==> src/rtl/alu_stream.sv <==
`default_nettype none
// ============================================================================
// Module      : alu_stream
// Description : Streaming ALU with valid/ready handshakes on input and output.
//               Single-cycle ADD/SUB/AND/OR/XOR/SLT/SLL. When the macro
//               ALU_STREAM_MUL_EN is defined, opcode 111 runs an iterative
//               shift-add multiply (WIDTH cycles). When it is undefined,
//               opcode 111 behaves as ADD.
// Revision    : 1.0 - initial release
// ============================================================================
module alu_stream #(
  parameter int WIDTH = 32
) (
  input  logic             clk,
  input  logic             rst_n,
  input  logic             in_valid,
  output logic             in_ready,
  input  logic [WIDTH-1:0] a,
  input  logic [WIDTH-1:0] b,
  input  logic [2:0]       op,
  output logic             out_valid,
  input  logic             out_ready,
  output logic [WIDTH-1:0] result,
  output logic             zero,
  output logic             carry,
  output logic             overflow,
  output logic             busy
);

  localparam int SHW = $clog2(WIDTH);

  localparam logic [2:0] c_op_add = 3'b000;
  localparam logic [2:0] c_op_sub = 3'b001;
  localparam logic [2:0] c_op_and = 3'b010;
  localparam logic [2:0] c_op_or  = 3'b011;
  localparam logic [2:0] c_op_xor = 3'b100;
  localparam logic [2:0] c_op_slt = 3'b101;
  localparam logic [2:0] c_op_sll = 3'b110;
  localparam logic [2:0] c_op_mul = 3'b111;

  typedef enum logic [1:0] {
    S_IDLE = 2'd0,
`ifdef ALU_STREAM_MUL_EN
    S_MUL  = 2'd2,
`endif
    S_HOLD = 2'd1
  } state_t;

  state_t           r_state;
  logic [WIDTH-1:0] r_result;
  logic             r_out_valid;
  logic             r_zero;
  logic             r_carry;
  logic             r_ovf;

  logic [WIDTH:0]   w_sum;
  logic [WIDTH:0]   w_diff;
  logic             w_slt;
  logic [WIDTH-1:0] w_res;
  logic             w_carry;
  logic             w_ovf;
  logic             w_accept;

  // Extra top bit captures ADD carry-out and SUB unsigned borrow.
  assign w_sum  = {1'b0, a} + {1'b0, b};
  assign w_diff = {1'b0, a} - {1'b0, b};
  assign w_slt  = ($signed(a) < $signed(b));

  // Single-cycle datapath; opcode 111 falls through to ADD when no multiplier.
  always_comb begin
    w_res   = '0;
    w_carry = 1'b0;
    w_ovf   = 1'b0;
    case (op)
      c_op_sub: begin
        w_res   = w_diff[WIDTH-1:0];
        w_carry = w_diff[WIDTH];
        w_ovf   = (a[WIDTH-1] != b[WIDTH-1]) && (w_diff[WIDTH-1] != a[WIDTH-1]);
      end
      c_op_and: w_res = a & b;
      c_op_or:  w_res = a | b;
      c_op_xor: w_res = a ^ b;
      c_op_slt: w_res = {{(WIDTH-1){1'b0}}, w_slt};
      c_op_sll: w_res = a << b[SHW-1:0];
      default: begin
        // c_op_add and c_op_mul (the latter only reaches here without MUL)
        w_res   = w_sum[WIDTH-1:0];
        w_carry = w_sum[WIDTH];
        w_ovf   = (a[WIDTH-1] == b[WIDTH-1]) && (w_sum[WIDTH-1] != a[WIDTH-1]);
      end
    endcase
  end

  // Held low during reset so nothing is accepted until rst_n deasserts.
  assign in_ready = rst_n && ((r_state == S_IDLE) || ((r_state == S_HOLD) && out_ready));
  assign w_accept = in_valid && in_ready;

`ifdef ALU_STREAM_MUL_EN
  logic [WIDTH-1:0] r_acc;
  logic [WIDTH-1:0] r_mcand;
  logic [WIDTH-1:0] r_mplier;
  logic [SHW-1:0]   r_cnt;
  logic             r_busy;
  logic [WIDTH-1:0] w_acc_nxt;
  logic             w_mul_last;

  assign w_acc_nxt  = r_acc + (r_mplier[0] ? r_mcand : '0);
  assign w_mul_last = (r_cnt == SHW'(WIDTH - 1));
  assign busy       = r_busy;
`else
  assign busy       = 1'b0;
`endif

  // Control FSM plus registered result/flags and multiplier datapath.
  always_ff @(posedge clk or negedge rst_n) begin
    if (!rst_n) begin
      r_state     <= S_IDLE;
      r_result    <= '0;
      r_out_valid <= 1'b0;
      r_zero      <= 1'b0;
      r_carry     <= 1'b0;
      r_ovf       <= 1'b0;
`ifdef ALU_STREAM_MUL_EN
      r_acc       <= '0;
      r_mcand     <= '0;
      r_mplier    <= '0;
      r_cnt       <= '0;
      r_busy      <= 1'b0;
`endif
    end else begin
      case (r_state)
        S_IDLE, S_HOLD: begin
          if (w_accept) begin
`ifdef ALU_STREAM_MUL_EN
            if (op == c_op_mul) begin
              r_state     <= S_MUL;
              r_busy      <= 1'b1;
              r_out_valid <= 1'b0;
              r_acc       <= '0;
              r_mcand     <= a;
              r_mplier    <= b;
              r_cnt       <= '0;
            end else
`endif
            begin
              // Back-to-back from HOLD replaces the result with no bubble.
              r_result    <= w_res;
              r_zero      <= (w_res == '0);
              r_carry     <= w_carry;
              r_ovf       <= w_ovf;
              r_out_valid <= 1'b1;
              r_state     <= S_HOLD;
            end
          end else if ((r_state == S_HOLD) && out_ready) begin
            r_out_valid <= 1'b0;
            r_state     <= S_IDLE;
          end
        end
`ifdef ALU_STREAM_MUL_EN
        S_MUL: begin
          // One multiplier bit per cycle; the last step publishes the sum.
          r_acc    <= w_acc_nxt;
          r_mcand  <= r_mcand << 1;
          r_mplier <= r_mplier >> 1;
          r_cnt    <= r_cnt + 1'b1;
          if (w_mul_last) begin
            r_result    <= w_acc_nxt;
            r_zero      <= (w_acc_nxt == '0);
            r_carry     <= 1'b0;
            r_ovf       <= 1'b0;
            r_out_valid <= 1'b1;
            r_busy      <= 1'b0;
            r_state     <= S_HOLD;
          end
        end
`endif
        default: r_state <= S_IDLE;
      endcase
    end
  end

  assign out_valid = r_out_valid;
  assign result    = r_result;
  assign zero      = r_zero;
  assign carry     = r_carry;
  assign overflow  = r_ovf;

endmodule
`default_nettype wire

==> config.mk <==
export PLATFORM = sky130hd
export DESIGN_NAME = alu_stream
export DESIGN_NICKNAME = d
export VERILOG_FILES = /design/src/rtl/alu_stream.sv
export SDC_FILE = /design/constraint.sdc
export NUM_CORES = 1
export LEC_CHECK = 0
export CORE_MARGIN = 2
export CORE_UTILIZATION = 50
export DETAILED_ROUTE_END_ITERATION = 8
export PLACE_DENSITY = 0.85
export RECOVER_POWER = 25
export SLEW_MARGIN = 25
export SYNTH_ARGS = -nofsm -noshare
export SYNTH_HDL_FRONTEND = slang
export SYNTH_SLANG_ARGS = --single-unit
==> constraint.sdc <==
create_clock -name clk -period 2.26 [get_ports clk]
set_input_delay 0.339 -clock clk [delete_from_list [all_inputs] [get_ports clk]]
set_output_delay 0.339 -clock clk [all_outputs]
set_load 0.01 [all_outputs]
==> results of run 1 <==
[Yosys cell counts, types with 8 or more instances]
cell type / instances / area share
o211ai_1: 23 / 0.019
buf_2: 19 / 0.010
dfrtp_1: 36 / 0.099
ha_1: 97 / 0.13
mux2_2: 21 / 0.026
o21a_1: 10 / 0.0083
o31ai_1: 15 / 0.012
a31oi_1: 21 / 0.014
o22ai_1: 8 / 0.0055
a21oi_1: 94 / 0.052
o21ai_0: 66 / 0.036
o21bai_1: 10 / 0.0083
a211oi_1: 23 / 0.019
nand3_1: 27 / 0.015
nor2_1: 112 / 0.046
o221ai_1: 10 / 0.0096
nor4_1: 11 / 0.0076
a21o_1: 11 / 0.0091
a221oi_1: 17 / 0.016
clkbuf_1: 53 / 0.022
nor2b_1: 15 / 0.010
mux4_2: 27 / 0.067
a311oi_1: 10 / 0.0096
nand2_1: 106 / 0.044
nor3_1: 27 / 0.015
xnor2_1: 8 / 0.0077
mux2i_1: 36 / 0.040
nand4_1: 16 / 0.011
nand2b_1: 17 / 0.012
inv_1: 119 / 0.049
and3_1: 10 / 0.0069
[kinds of logic after synthesis]
kind of cell	after synthesis
other	1
AND/OR/NAND/NOR	384
multiplexers	84
buffers and inverters	209
adder cells (fa/ha/maj)	100
AO/OA/AOI/OAI	413
XOR/XNOR	10
flip-flops	36
[layer usage]
| layer | global-route usage | overflow |
|---|---|---|
| met3 | 0.779 | 32 |
| met1 | 0.867 | 11 |
| met4 | 0.900 | 136 |
| met5 | 0.436 | 4 |
| met2 | 1.01 | 240 |
[metrics by stage]
| stage | cells | hold slack (ns) |
|---|---|---|
| global placement | 1959 | 0.460 |
| CTS | 2074 | 0.488 |
| floorplan | 1237 | 0.0434 |
| detailed placement | 1959 | 0.471 |
[repair_timing]
action                                  in CTS
gates cloned                                 1
endpoints found under the setup margin      36
pin swaps                                  112
buffers inserted                           117
hold buffers                                 0
gates resized for setup                    548
==> summary.md, run 1 <==
| Metric | Value |
|---|---|
| Synth cell types | 90 |
| IO Port Bufs | 107 |
| Post-synthesis compound-gate area fraction | 0.319 |
| Post-Synth Simple-Gate Area | 0.204 |
| FFs w/ async S/R, synth | 1.00 |
| Synthesis Warnings | 0 |
| Error | [ERROR GRT-0116] Global routing finished with congestion. Check the congestion regions in the DRC Viewer. |
| First-pass GRT wire length | 134 mm |
| Synth Area in XOR/XNOR | 0.00965 |
| Die H | 139 um |
| # H-tree levels | 2 |
| Largest net degree at the start of global routing | 57 |
| Avg Cell Area, Syn | 7.34 um2 |
| Most used flip-flop cell after synthesis | dfrtp_1 |
| Post-DP Area | 13800 um2 |
| Hpwl dp | 36.3 mm |
| Number of global-route vias before repair | 19700 |
| Sequential element share of the synthesized area | 0.0992 |
| Post-place setup slack | -1.97 ns |
| I/O Pins | 109 |
| Clk sinks | 36 |
| Rows | 49 |
| Total grt overflow | 423 |
| Syn nets | 1407 |
| Largest family of logic cells by synthesized area | compound AO/OA/AOI/OAI gates |
| Initial core utilization | 0.507 |
| Mapped Area | 9080 um2 |
| Cells after Synth | 1237 |
| Post-synth EDFFs | 0 |
| FF+latch count, synth | 36 |
| Failing step | global routing |
| Clk buf depth | 2 |
| Chip width | 139 um |
| Mux contribution to synthesized area | 0.133 |
| Post-Synth Adder-Cell Area | 0.139 |
| Outcome | stopped before the end |
| Total track usage | 0.880 |
| Clock root buffer | clkbuf_16 |
| CTS buffer count | 5 |
| Gpl congestion | 1.26 |
==> run 2: changes to the inputs <==
--- a/config.mk
+++ b/config.mk
@@ -6,9 +6,9 @@
 export NUM_CORES = 1
 export LEC_CHECK = 0
 export CORE_MARGIN = 2
-export CORE_UTILIZATION = 50
+export CORE_UTILIZATION = 35
 export DETAILED_ROUTE_END_ITERATION = 8
-export PLACE_DENSITY = 0.85
+export PLACE_DENSITY_LB_ADDON = 0.15
 export RECOVER_POWER = 25
 export SLEW_MARGIN = 25
 export SYNTH_ARGS = -nofsm -noshare
==> constraint.sdc (replaced) <==
create_clock -name clk -period 2.9 [get_ports clk]
set_input_delay 0.435 -clock clk [delete_from_list [all_inputs] [get_ports clk]]
set_output_delay 0.435 -clock clk [all_outputs]
set_load 0.01 [all_outputs]
==> summary.md, run 2 <==
| Metric | Value |
|---|---|
| Critical Path AT | 3.94 ns |
| Clk_skew | 0.00630 ns |
| Most frequent cells in the layout | 534 x buf_4, 100 x nand2_1, 97 x nor2_1, 79 x inv_1, 71 x buf_6 |
| Share of layout cells above drive strength 1 | 0.529 |
| Layout area overhead | 88.1% |
| Total grt overflow | 0 |
| Vias per inst | 5.82 |
| Final ANT Viol Nets | 0 |
| Cells after Synth | 1237 |
| CP cell instances | buf_8 > inv_6 > ha_4 > or4_4 > or4b_4 > a21oi_4 > a21oi_4 > o41ai_4 > o211ai_1 > a311oi_2 > nand4_1 > nor4_2 > nand3_1 > o41ai_2 |
| # H-tree levels | 2 |
| Filler cells | 2092 |
| Tot Pwr | 5140 uW |
| Net Sw Frac | 0.429 |
| Fin. max-slew vios | 38 |
| CTS buffer count | 5 |
| M1 wire length | 21.0 mm |
| Pwr dens | 301 nW/um2 |
| Gpl congestion | 1.03 |
| Max reg flops | 32 |
| Clock power frac | 0.100 |
| FFs w/ async S/R, synth | 1.00 |
| DR pass1 iterations | 5 |
| Min-Delay Path Class | register to register |
| FF+latch count, synth | 36 |
| Peak Freq | 266 MHz |
| Design area | 17100 um2 |
| Met2 WL | 22.8 mm |
| Clk_lat worst skew | 0.28 ns |
| DR WL met3 | 4.86 mm |
| Initial core utilization | 0.359 |
| Cell internal pwr | 2940 uW |
| Synth area leaders | ha_1 13%, dfrtp_1 9.9%, mux4_2 6.7% |
| IO Port Bufs | 107 |
| Routed wire length | 50.6 mm |
| DIE AREA | 27200 um2 |
| Fin crit share | 1.29 |
| Syn nets | 1407 |
| Combinational share of power | 0.767 |
| Hold Path Depth | 2 |
| Setup TNS | -6.55 ns |
| Transition time of the tightest slew-check pin | 1.93 ns |
| Sequential share of power | 0.133 |
| CTS tree | done |
| DRC viols | 0 |
| Synthesis Warnings | 0 |
| Worst Setup Start Kind | input pin |
| Chip width | 165 um |
| Mapped Area | 9080 um2 |
| Number of global-route vias before repair | 12500 |
| Total number of vias | 12800 |
| Crit path largest cell delay | 0.56 ns |
| Top layer reached by signal wires | met4 |
| Critical Path End Type | register |
| # Max-Cap Violations | 1 |
| Register area | 901 um2 |
| Final hold vios | 0 |
| Multi-input logic area | 9110 um2 |
| Failing checks | capacitance limit, slew limit, setup timing |
| Final setup fails | 21 |
| Clk sinks | 36 |
| WP data required | 3.08 ns |
| Initial antenna violation count | 0 |
| Leakage power | 0.00776 uW |
| Post-synth EDFFs | 0 |
| Clock root buffer | clkbuf_16 |
| Synth cell types | 90 |
| Clk buf depth | 2 |
| Most used flip-flop cell after synthesis | dfrtp_1 |
| Worst-case reg-to-reg path depth | 11 |
| Cell mode on critical path | a21oi_4 |
| Finished Layout Cells | 2207 |
| Avg Cell Area, Syn | 7.34 um2 |
| First-pass GRT wire length | 73.9 mm |
| Crit. path cell count | 14 |
| Setup ws final | -0.853 ns |
| Final min period | 3.75 ns |
| Total core area | 25300 um2 |
| Nets | 2045 |
| Post-DP Area | 14300 um2 |
| Unrepaired setup endpoints after global routing | true |
| Rows | 58 |
| Hpwl dp | 40.2 mm |
| Largest net degree at the start of global routing | 57 |
| Placed insts | 2110 |
| Sequential element share of the synthesized area | 0.0992 |
| CP max-delay cell | or4_4 |
| WL/cell | 22.9 um |
| Initial drt markers | 1495 |
| Crit Path Class | input pin to register |
| Outcome | complete, but fails checks |
| Reg clk slew, reported paths | 0.06 ns |
| Post-place setup slack | -1.81 ns |
| CP bufs+invs | 2 |
| Cell taking the most area after synthesis | ha_1 |
| Synth cell count leaders | 119 x inv_1, 112 x nor2_1, 106 x nand2_1 |
| Commonest non-fill, non-tap cell in the layout | buf_4 |
| Most frequent cell after synthesis | inv_1 |
| Worst slew margin | -0.290 |
| CP Max Fanout | 2 |
| Die H | 165 um |
| Total track usage | 0.360 |
| Peak supply drop | 0.000415 V |
| Sw Pwr | 2210 uW |
| I/O Pins | 109 |
| Top-area cell type share of the netlist area | 0.134 |
| Top Family by Delay on Critical Path | simple AND/OR/NAND/NOR gates |
## run 2: cell counts after synthesis
Identical to the previous run, type by type.
## run 2: logic make-up after synthesis
group	Yosys count	synth area share
and+or+nand+nor	384	0.204
DFF	36	0.0992
xor gates and xnor gates	10	0.00965
buffers and inverters	209	0.0956
muxes	84	0.133
other	1	0.000413
AOI/OAI and AO/OA	413	0.319
adders and majority gates	100	0.139
## run 2: cell type report
cell class                      count  share of cell area
Sequential cell                    36              0.0527
Antenna cell                        1            0.000146
Multi-Input combinational cell    992               0.533
Clock buffer                        5             0.00732
Tap cell                          330              0.0242
Clock inverter                      3             0.00110
Inverter                          124              0.0309
Timing Repair Buffer              716               0.350
## run 2: final timing paths
path,start,endpoint,slack (ns)
min in group asynchronous,rst_n,result[12],0.86
max,b[17],zero,-0.85
max reg2reg,out_valid,zero,0.02
max in group asynchronous,rst_n,result[30],0.93
min,result[29],result[29],0.48
min reg2reg,result[29],result[29],0.48
## run 2: through the flow
| step | hold WS [ns] | util |
|---|---|---|
| 3_3_place_gp | 0.461 | 0.563 |
| 4_1_cts | 0.245 | 0.630 |
| 3_5_place_dp | 0.467 | 0.563 |
| 5_1_grt | 0.507 | 0.674 |
| 2_1_floorplan | 0.139 | - |
| 6_report | 0.475 | 0.674 |
## run 2: routing by layer
metal | vias up | global-route usage
li1 | 5897 | -
met1 | 6167 | 0.480
met4 | 0 | 0.137
met3 | 121 | 0.0762
met2 | 653 | 0.568
met5 | - | 0
## run 2: power by group through the flow
stage | registers [uW] | logic, uW | clock network (uW)
floorplan | 744 | 1330 | 0
detailed placement | 695 | 3140 | 0
CTS | 687 | 3530 | 524
global placement | 686 | 3130 | 0
finish | 685 | 3950 | 512
global route | 699 | 4170 | 545
## run 2: timing repair
| action | in CTS | in global routing |
|---|---|---|
| resized for setup | 401 | 217 |
| hold endpoints to repair | 0 | 0 |
| setup endpoints to repair | 30 | 26 |
| hold buffers | 0 | 0 |
| buffers inserted | 54 | 55 |
| gates cloned | 0 | 1 |
| pin swaps | 116 | 101 |
## run 2: worst register-to-register path: stages (launching register included)
cell and delay (ns):
dfrtp_1 0.37, nand2b_1 0.11, nand3_2 0.11, a221o_1 0.28, a211oi_2 0.32, nand3_1 0.14, nor4_1 0.27, and3_1 0.25
nand4_1 0.21, nor4_2 0.33, nand3_1 0.18, o41ai_2 0.21
Note: power is estimated with default switching activity, not from simulation.
